==> config.mk <==
export PLATFORM = sky130hd
export DESIGN_NAME = wifi_tx_cp_framer
export DESIGN_NICKNAME = d
export VERILOG_FILES = /design/src/rtl/wifi_tx_cp_pkg.sv /design/src/rtl/wifi_tx_cp_bank.sv /design/src/rtl/wifi_tx_cp_framer.sv
export SDC_FILE = /design/constraint.sdc
export NUM_CORES = 2
export LEC_CHECK = 0
export ABC_AREA = 1
export CORE_MARGIN = 5
export CORE_UTILIZATION = 45
export CTS_CLUSTER_DIAMETER = 200
export DETAILED_ROUTE_END_ITERATION = 10
export HOLD_SLACK_MARGIN = 0.1
export SYNTH_ARGS = -nofsm -noshare
export SYNTH_HDL_FRONTEND = slang
export SYNTH_SLANG_ARGS = --single-unit
==> constraint.sdc <==
create_clock -name clk_ifft -period 6.66 [get_ports clk_ifft]
set_input_delay 1.665 -clock clk_ifft [delete_from_list [all_inputs] [get_ports clk_ifft]]
set_output_delay 1.665 -clock clk_ifft [all_outputs]
set_load 0.05 [all_outputs]
==> src/rtl/wifi_tx_cp_pkg.sv <==
// Shared defaults and read-FSM encoding for the Wi-Fi TX cyclic-prefix framer.
`timescale 1ns/1ps
package wifi_tx_cp_pkg;
   localparam int SAMPLE_W_DEF = 12;
   localparam int NFFT_DEF     = 64;
   localparam int CP_LONG_DEF  = 16;
   localparam int CP_SHORT_DEF = 8;

   typedef enum logic [1:0] {
      RD_IDLE = 2'd0,
      RD_CP   = 2'd1,
      RD_BODY = 2'd2
   } rd_state_e;
endpackage

==> src/rtl/wifi_tx_cp_bank.sv <==
// Two NFFT-deep ping-pong sample banks: one synchronous write port, one combinational read port.
`timescale 1ns/1ps
module wifi_tx_cp_bank
   import wifi_tx_cp_pkg::*;
#(
   parameter int SAMPLE_W = SAMPLE_W_DEF,
   parameter int NFFT     = NFFT_DEF,
   parameter int IDX_W    = (NFFT > 1) ? $clog2(NFFT) : 1
) (
   input  logic                clk_ifft,
   input  logic                we,
   input  logic                wr_sel,
   input  logic [IDX_W-1:0]    wr_idx,
   input  logic [SAMPLE_W-1:0] wr_re,
   input  logic [SAMPLE_W-1:0] wr_im,
   input  logic                rd_sel,
   input  logic [IDX_W-1:0]    rd_idx,
   output logic [SAMPLE_W-1:0] rd_re,
   output logic [SAMPLE_W-1:0] rd_im
);
   logic [SAMPLE_W-1:0] mem_re [0:2*NFFT-1];
   logic [SAMPLE_W-1:0] mem_im [0:2*NFFT-1];

   always_ff @(posedge clk_ifft) begin
      if (we) begin
         mem_re[{wr_sel, wr_idx}] <= wr_re;
         mem_im[{wr_sel, wr_idx}] <= wr_im;
      end
   end

   assign rd_re = mem_re[{rd_sel, rd_idx}];
   assign rd_im = mem_im[{rd_sel, rd_idx}];
endmodule

==> src/rtl/wifi_tx_cp_framer.sv <==
// Prepends a cyclic prefix to each IFFT symbol: writes into ping-pong banks,
// reads back the tail as CP followed by the full body through a registered output.
`timescale 1ns/1ps
module wifi_tx_cp_framer
   import wifi_tx_cp_pkg::*;
#(
   parameter int SAMPLE_W = SAMPLE_W_DEF,
   parameter int NFFT     = NFFT_DEF,
   parameter int CP_LONG  = CP_LONG_DEF,
   parameter int CP_SHORT = CP_SHORT_DEF
) (
   input  logic                clk_ifft,
   input  logic                reset,
   input  logic                valid_in,
   output logic                ready_in,
   input  logic [SAMPLE_W-1:0] data_in_re,
   input  logic [SAMPLE_W-1:0] data_in_im,
   input  logic                last_sym_in,
   input  logic                short_gi,
   output logic                valid_out,
   input  logic                ready_out,
   output logic [SAMPLE_W-1:0] data_out_re,
   output logic [SAMPLE_W-1:0] data_out_im,
   output logic                sym_start_out,
   output logic                last_out,
   output logic [15:0]         sym_count,
   input  logic                en_tx_irq,
   input  logic                clear_tx_irq,
   output logic                tx_irq,
   output logic                frame_done
);
   localparam int IDX_W = (NFFT > 1) ? $clog2(NFFT) : 1;
   localparam logic [IDX_W-1:0] LAST_IDX  = IDX_W'(NFFT - 1);
   localparam logic [IDX_W-1:0] CPL_START = IDX_W'(NFFT - CP_LONG);
   localparam logic [IDX_W-1:0] CPS_START = IDX_W'(NFFT - CP_SHORT);

   logic [1:0]          full, last_f, gi_f;
   logic                wr_bank, rd_bank;
   logic [IDX_W-1:0]    wr_idx, rd_idx, rd_idx_nxt;
   rd_state_e           state, state_nxt;
   logic                acc, wr_done, issue, body_end, out_acc, sym_end_q;
   logic [IDX_W-1:0]    cp_start_cur, cp_start_oth;
   logic [SAMPLE_W-1:0] rd_re, rd_im;

   assign ready_in     = ~full[wr_bank];
   assign acc          = valid_in & ready_in;
   assign wr_done      = acc && (wr_idx == LAST_IDX);
   assign out_acc      = valid_out & ready_out;
   assign cp_start_cur = gi_f[rd_bank]  ? CPS_START : CPL_START;
   assign cp_start_oth = gi_f[~rd_bank] ? CPS_START : CPL_START;

   wifi_tx_cp_bank #(.SAMPLE_W(SAMPLE_W), .NFFT(NFFT), .IDX_W(IDX_W)) u_bank (
      .clk_ifft (clk_ifft),
      .we       (acc),
      .wr_sel   (wr_bank),
      .wr_idx   (wr_idx),
      .wr_re    (data_in_re),
      .wr_im    (data_in_im),
      .rd_sel   (rd_bank),
      .rd_idx   (rd_idx),
      .rd_re    (rd_re),
      .rd_im    (rd_im)
   );

   always_comb begin
      state_nxt  = state;
      rd_idx_nxt = rd_idx;
      issue      = 1'b0;
      body_end   = 1'b0;
      case (state)
         RD_IDLE: if (full[rd_bank]) begin
            state_nxt  = RD_CP;
            rd_idx_nxt = cp_start_cur;
         end
         RD_CP: if (!valid_out || ready_out) begin
            issue = 1'b1;
            if (rd_idx == LAST_IDX) begin
               state_nxt  = RD_BODY;
               rd_idx_nxt = '0;
            end else begin
               rd_idx_nxt = rd_idx + 1'b1;
            end
         end
         RD_BODY: if (!valid_out || ready_out) begin
            issue = 1'b1;
            if (rd_idx == LAST_IDX) begin
               body_end = 1'b1;
               // Chain straight into the next symbol's CP when it is already waiting.
               if (full[~rd_bank]) begin
                  state_nxt  = RD_CP;
                  rd_idx_nxt = cp_start_oth;
               end else begin
                  state_nxt  = RD_IDLE;
                  rd_idx_nxt = '0;
               end
            end else begin
               rd_idx_nxt = rd_idx + 1'b1;
            end
         end
         default: state_nxt = RD_IDLE;
      endcase
   end

   always_ff @(posedge clk_ifft or negedge reset) begin
      if (!reset) begin
         state   <= RD_IDLE;
         rd_idx  <= '0;
         rd_bank <= 1'b0;
         wr_idx  <= '0;
         wr_bank <= 1'b0;
         full    <= '0;
         last_f  <= '0;
         gi_f    <= '0;
      end else begin
         state  <= state_nxt;
         rd_idx <= rd_idx_nxt;
         if (body_end) rd_bank <= ~rd_bank;
         if (acc) begin
            wr_idx <= wr_done ? '0 : wr_idx + 1'b1;
            if (wr_done) wr_bank <= ~wr_bank;
            if (wr_idx == '0) begin
               gi_f[wr_bank]   <= short_gi;
               last_f[wr_bank] <= last_sym_in;
            end else begin
               last_f[wr_bank] <= last_f[wr_bank] | last_sym_in;
            end
         end
         // Writer and reader always target different banks, so set and clear never collide.
         for (int b = 0; b < 2; b++) begin
            if (wr_done && (wr_bank == 1'(b)))       full[b] <= 1'b1;
            else if (body_end && (rd_bank == 1'(b))) full[b] <= 1'b0;
         end
      end
   end

   always_ff @(posedge clk_ifft or negedge reset) begin
      if (!reset) begin
         valid_out     <= 1'b0;
         data_out_re   <= '0;
         data_out_im   <= '0;
         sym_start_out <= 1'b0;
         last_out      <= 1'b0;
         sym_end_q     <= 1'b0;
         sym_count     <= '0;
         frame_done    <= 1'b0;
         tx_irq        <= 1'b0;
      end else begin
         if (issue) begin
            valid_out     <= 1'b1;
            data_out_re   <= rd_re;
            data_out_im   <= rd_im;
            sym_start_out <= (state == RD_CP) && (rd_idx == cp_start_cur);
            last_out      <= body_end & last_f[rd_bank];
            sym_end_q     <= body_end;
         end else if (ready_out) begin
            valid_out     <= 1'b0;
            sym_start_out <= 1'b0;
            last_out      <= 1'b0;
            sym_end_q     <= 1'b0;
         end
         frame_done <= out_acc & last_out;
         if (out_acc && last_out)       sym_count <= '0;
         else if (out_acc && sym_end_q) sym_count <= sym_count + 16'd1;
         if (frame_done && en_tx_irq) tx_irq <= 1'b1;
         else if (clear_tx_irq)       tx_irq <= 1'b0;
      end
   end
endmodule

==> key figures <==
Drt
  – Routed len/inst: 25.6 um
  – Post-route ant nets: 0
  – TritonRoute pass-1 iters: 6
  – Routed vias: 86496
  – WL final: 396000 um
  – DRT iter0 DRCs: 12120
  – Via density: 5.59
  – Residual DRC: 0

GRT
  – Initial antenna violation count: 10
  – Top Usage Layer GRT: met2
  – Total global routing overflow: 0
  – Vias in the first global route: 80714
  – M2 GR Usage: 38.9%
  – Met1 usage: 36.1%
  – Met3 Use GR: 5.02%
  – Largest net degree at the start of global routing: 208
  – First-pass GRT wire length: 564000 um
  – GRT Util Overall: 25.6%

CTS
  – CTS tree: done
  – H-tree levels: 5
  – Clock Sinks: 3140
  – Clock Tree Buf Depth: 4
  – PostCTS Resize Cnt: 0
  – Worst-path clk slew: 0.06 ns
  – Clock root cell: clkbuf_16
  – Number of CTS-inserted buffers: 331
  – Setup Buffers After CTS: 0
  – Hold Buf Count CTS: 0
  – Worst-skew pair later-pin latency: 0.93 ns

Run status
  – Status: complete, but fails checks
  – Violated checks: max-slew violations

Critical path
  – Start point of the critical path: wr_bank
  – Worst r2r dst: u_bank.mem_re[105][2]
  – Worst Path Max Fanout: 10
  – CP Capture Point: ready_in
  – Critical Path AT: 3.51 ns
  – Critical path class: register to output port
  – CP Launch Type: register
  – Reg2reg start: wr_bank
  – Critical Path End Type: output port
  – Worst R2R Path Depth: 6
  – R2R setup slack: 1.70 ns
  – Worst Path Required: 4.99 ns

Final layout
  – Fin util: 50.3%
  – Total Nets Final: 11475
  – Final instance area: 144000 um2
  – Area grow syn2layout: 11.4%
  – Non-filler instance count after layout: 15469
  – Fraction of layout cells with a size suffix above 1: 6.95%

Place
  – RePlAce Congestion: 0.929
  – DP Area: 134000 um2
  – Input/output buffers: 77
  – Placed cells: 14881
  – Detail Placement HPWL: 224000 um
  – Pre-CTS WS: 1.36 ns

Logic synthesis
  – Post-synth top cells: nand2_1 (3965), edfxtp_1 (3072), nand3_1 (2177)
  – Mux cell area share after synthesis: 0%
  – Yosys warning total: 0
  – Post-synth top area cell: edfxtp_1
  – Largest cells by area after synthesis: edfxtp_1 (71%), nand2_1 (11%), nand3_1 (8.4%), inv_1 (1.8%), nor2_1 (1.6%)
  – Syn avg cell area: 11.3 um2
  – Count leader, synth: nand2_1
  – Syn Inst Count: 11503
  – Largest family of logic cells by synthesized area: simple AND/OR/NAND/NOR gates
  – Ys async rst share: 2.17%
  – Complex-gate fraction of the synthesized area: 1.29%
  – Cell area after synthesis: 130000 um2
  – Synth unique cells: 37
  – EDFF count, synth: 3072
  – Synth Net Count: 11545
  – Adder-cell share of the synthesized area: 0.0965%
  – Post-synthesis sequential area ratio: 72.4%
  – FF+latch count, synth: 3140
  – Xor-xnor portion of the synthesized cell area: 0.0473%
  – Synth Area in Simple Gates: 21.6%
  – Top FF cell, synth: edfxtp_1
  – Top cell type's share of synthesized area: 71.1%

Timing
  – Tcrit/Tclk final: 77.7%
  – Setup TNS: 0 ns
  – Fmax: 193 MHz
  – RSZ-0062 raised after global routing: no
  – Skew final: 0.0619 ns
  – Slew HR: -0.560%
  – Setup slack after layout: 1.49 ns
  – Count of final hold-check violations: 0
  – Worst Max-Slew Pin Slew: 1.51 ns
  – Hold slack: 0.499 ns
  – Min Tclk post-route: 5.17 ns
  – Max Slew Vio Count: 13
  – Endpoints failing setup: 0

Power
  – Pwr/cell area: 363 nW/um2
  – Static Leak: 53.7 nW
  – VDD IR max: 0.329 mV
  – Tot Pwr: 52.4 mW

Die
  – Core outline area: 287000 um2
  – Starting Density: 45.1%
  – Die area: 299000 um2
  – Top-level port count: 78
  – Chip width: 547 um
  – # rows: 197
  – Die H: 547 um

Job
  – Max cap viols: 0

Worst hold path
  – Worst hold start: frame_done
  – Worst Hold Class: register to register
[worst min-delay path by stage]
stage                           end  slack (ns)  depth (start not counted)
final                        tx_irq        0.50                          2
after global routing         tx_irq        0.53                          2
after CTS                 last_f[1]        0.52                          2
after detailed placement  last_f[1]        0.50                          2
after global placement    last_f[1]        0.50                          2
after floorplan           sym_end_q        0.45                          2
[state kept, by name (all words and copies together) (netlist names)]
name and cells:
valid_out 1, rd_idx 6, u_bank.mem_re 1536, frame_done 1, state 2, u_bank.mem_im 1536, full 2, wr_idx 6
last_f 2, rd_bank 1, sym_end_q 1, wr_bank 1, tx_irq 1, sym_start_out 1, gi_f 2, last_out 1
sym_count 16, data_out_re 12, data_out_im 12
[placed cells by master, fill, tap and decap left out, types with 10 or more instances in the layout]
cell type and instances:
a21oi_1 96, buf_12 44, buf_4 181, bufinv_16 21
clkbuf_1 70, clkbuf_16 336, clkbuf_8 10, clkdlybuf4s50_1 52
clkinv_1 75, clkinv_2 46, dfrtp_1 63, edfxtp_1 3072
ha_1 10, inv_1 620, inv_16 10, nand2_1 3965
nand3_1 2177, nor2_1 424, nor2_2 125, nor3_1 11
o211ai_1 16, o21ai_0 173
[cell families (layout without fill, tap and decap cells)]
group | after synthesis | count (layout)
and+or+nand+nor | 6719 | 6719
DFF | 3140 | 3140
xor gates and xnor gates | 7 | 7
AOI/OAI and AO/OA | 315 | 315
buffers and inverters | 1312 | 1493
other | 0 | 4
adders and majority gates | 10 | 10
[cell type report]
cell class	count	area (um2)
multi-input cells	7051	30200
fillers	25144	143000
clock inverters	168	1590
repair buffers	277	2760
clock buffers	416	8810
well taps	3781	4730
diodes	4	10.0
inverters	632	2410
flip-flops and latches	3140	94000
[power breakdown]
part           internal [mW]  switching [mW]  leakage [nW]
registers               22.1           0.444          28.4
logic                   2.63            9.35          20.2
clock network           10.2            7.68          5.07
[critical path, stage by stage, from the launching register on]
cell	delay, ns
dfrtp_1	0.56
o21ai_0	1.04
clkdlybuf4s50_1	1.00
[per-layer routing]
| metal | vias to the layer above | wire (um) |
|---|---|---|
| met2 | 4221 | 177000 |
| met3 | 739 | 39000 |
| met1 | 42392 | 159000 |
| met4 | 4 | 20400 |
| li1 | 39140 | - |
| met5 | - | 27 |
Power figures use the tool's default switching activity.
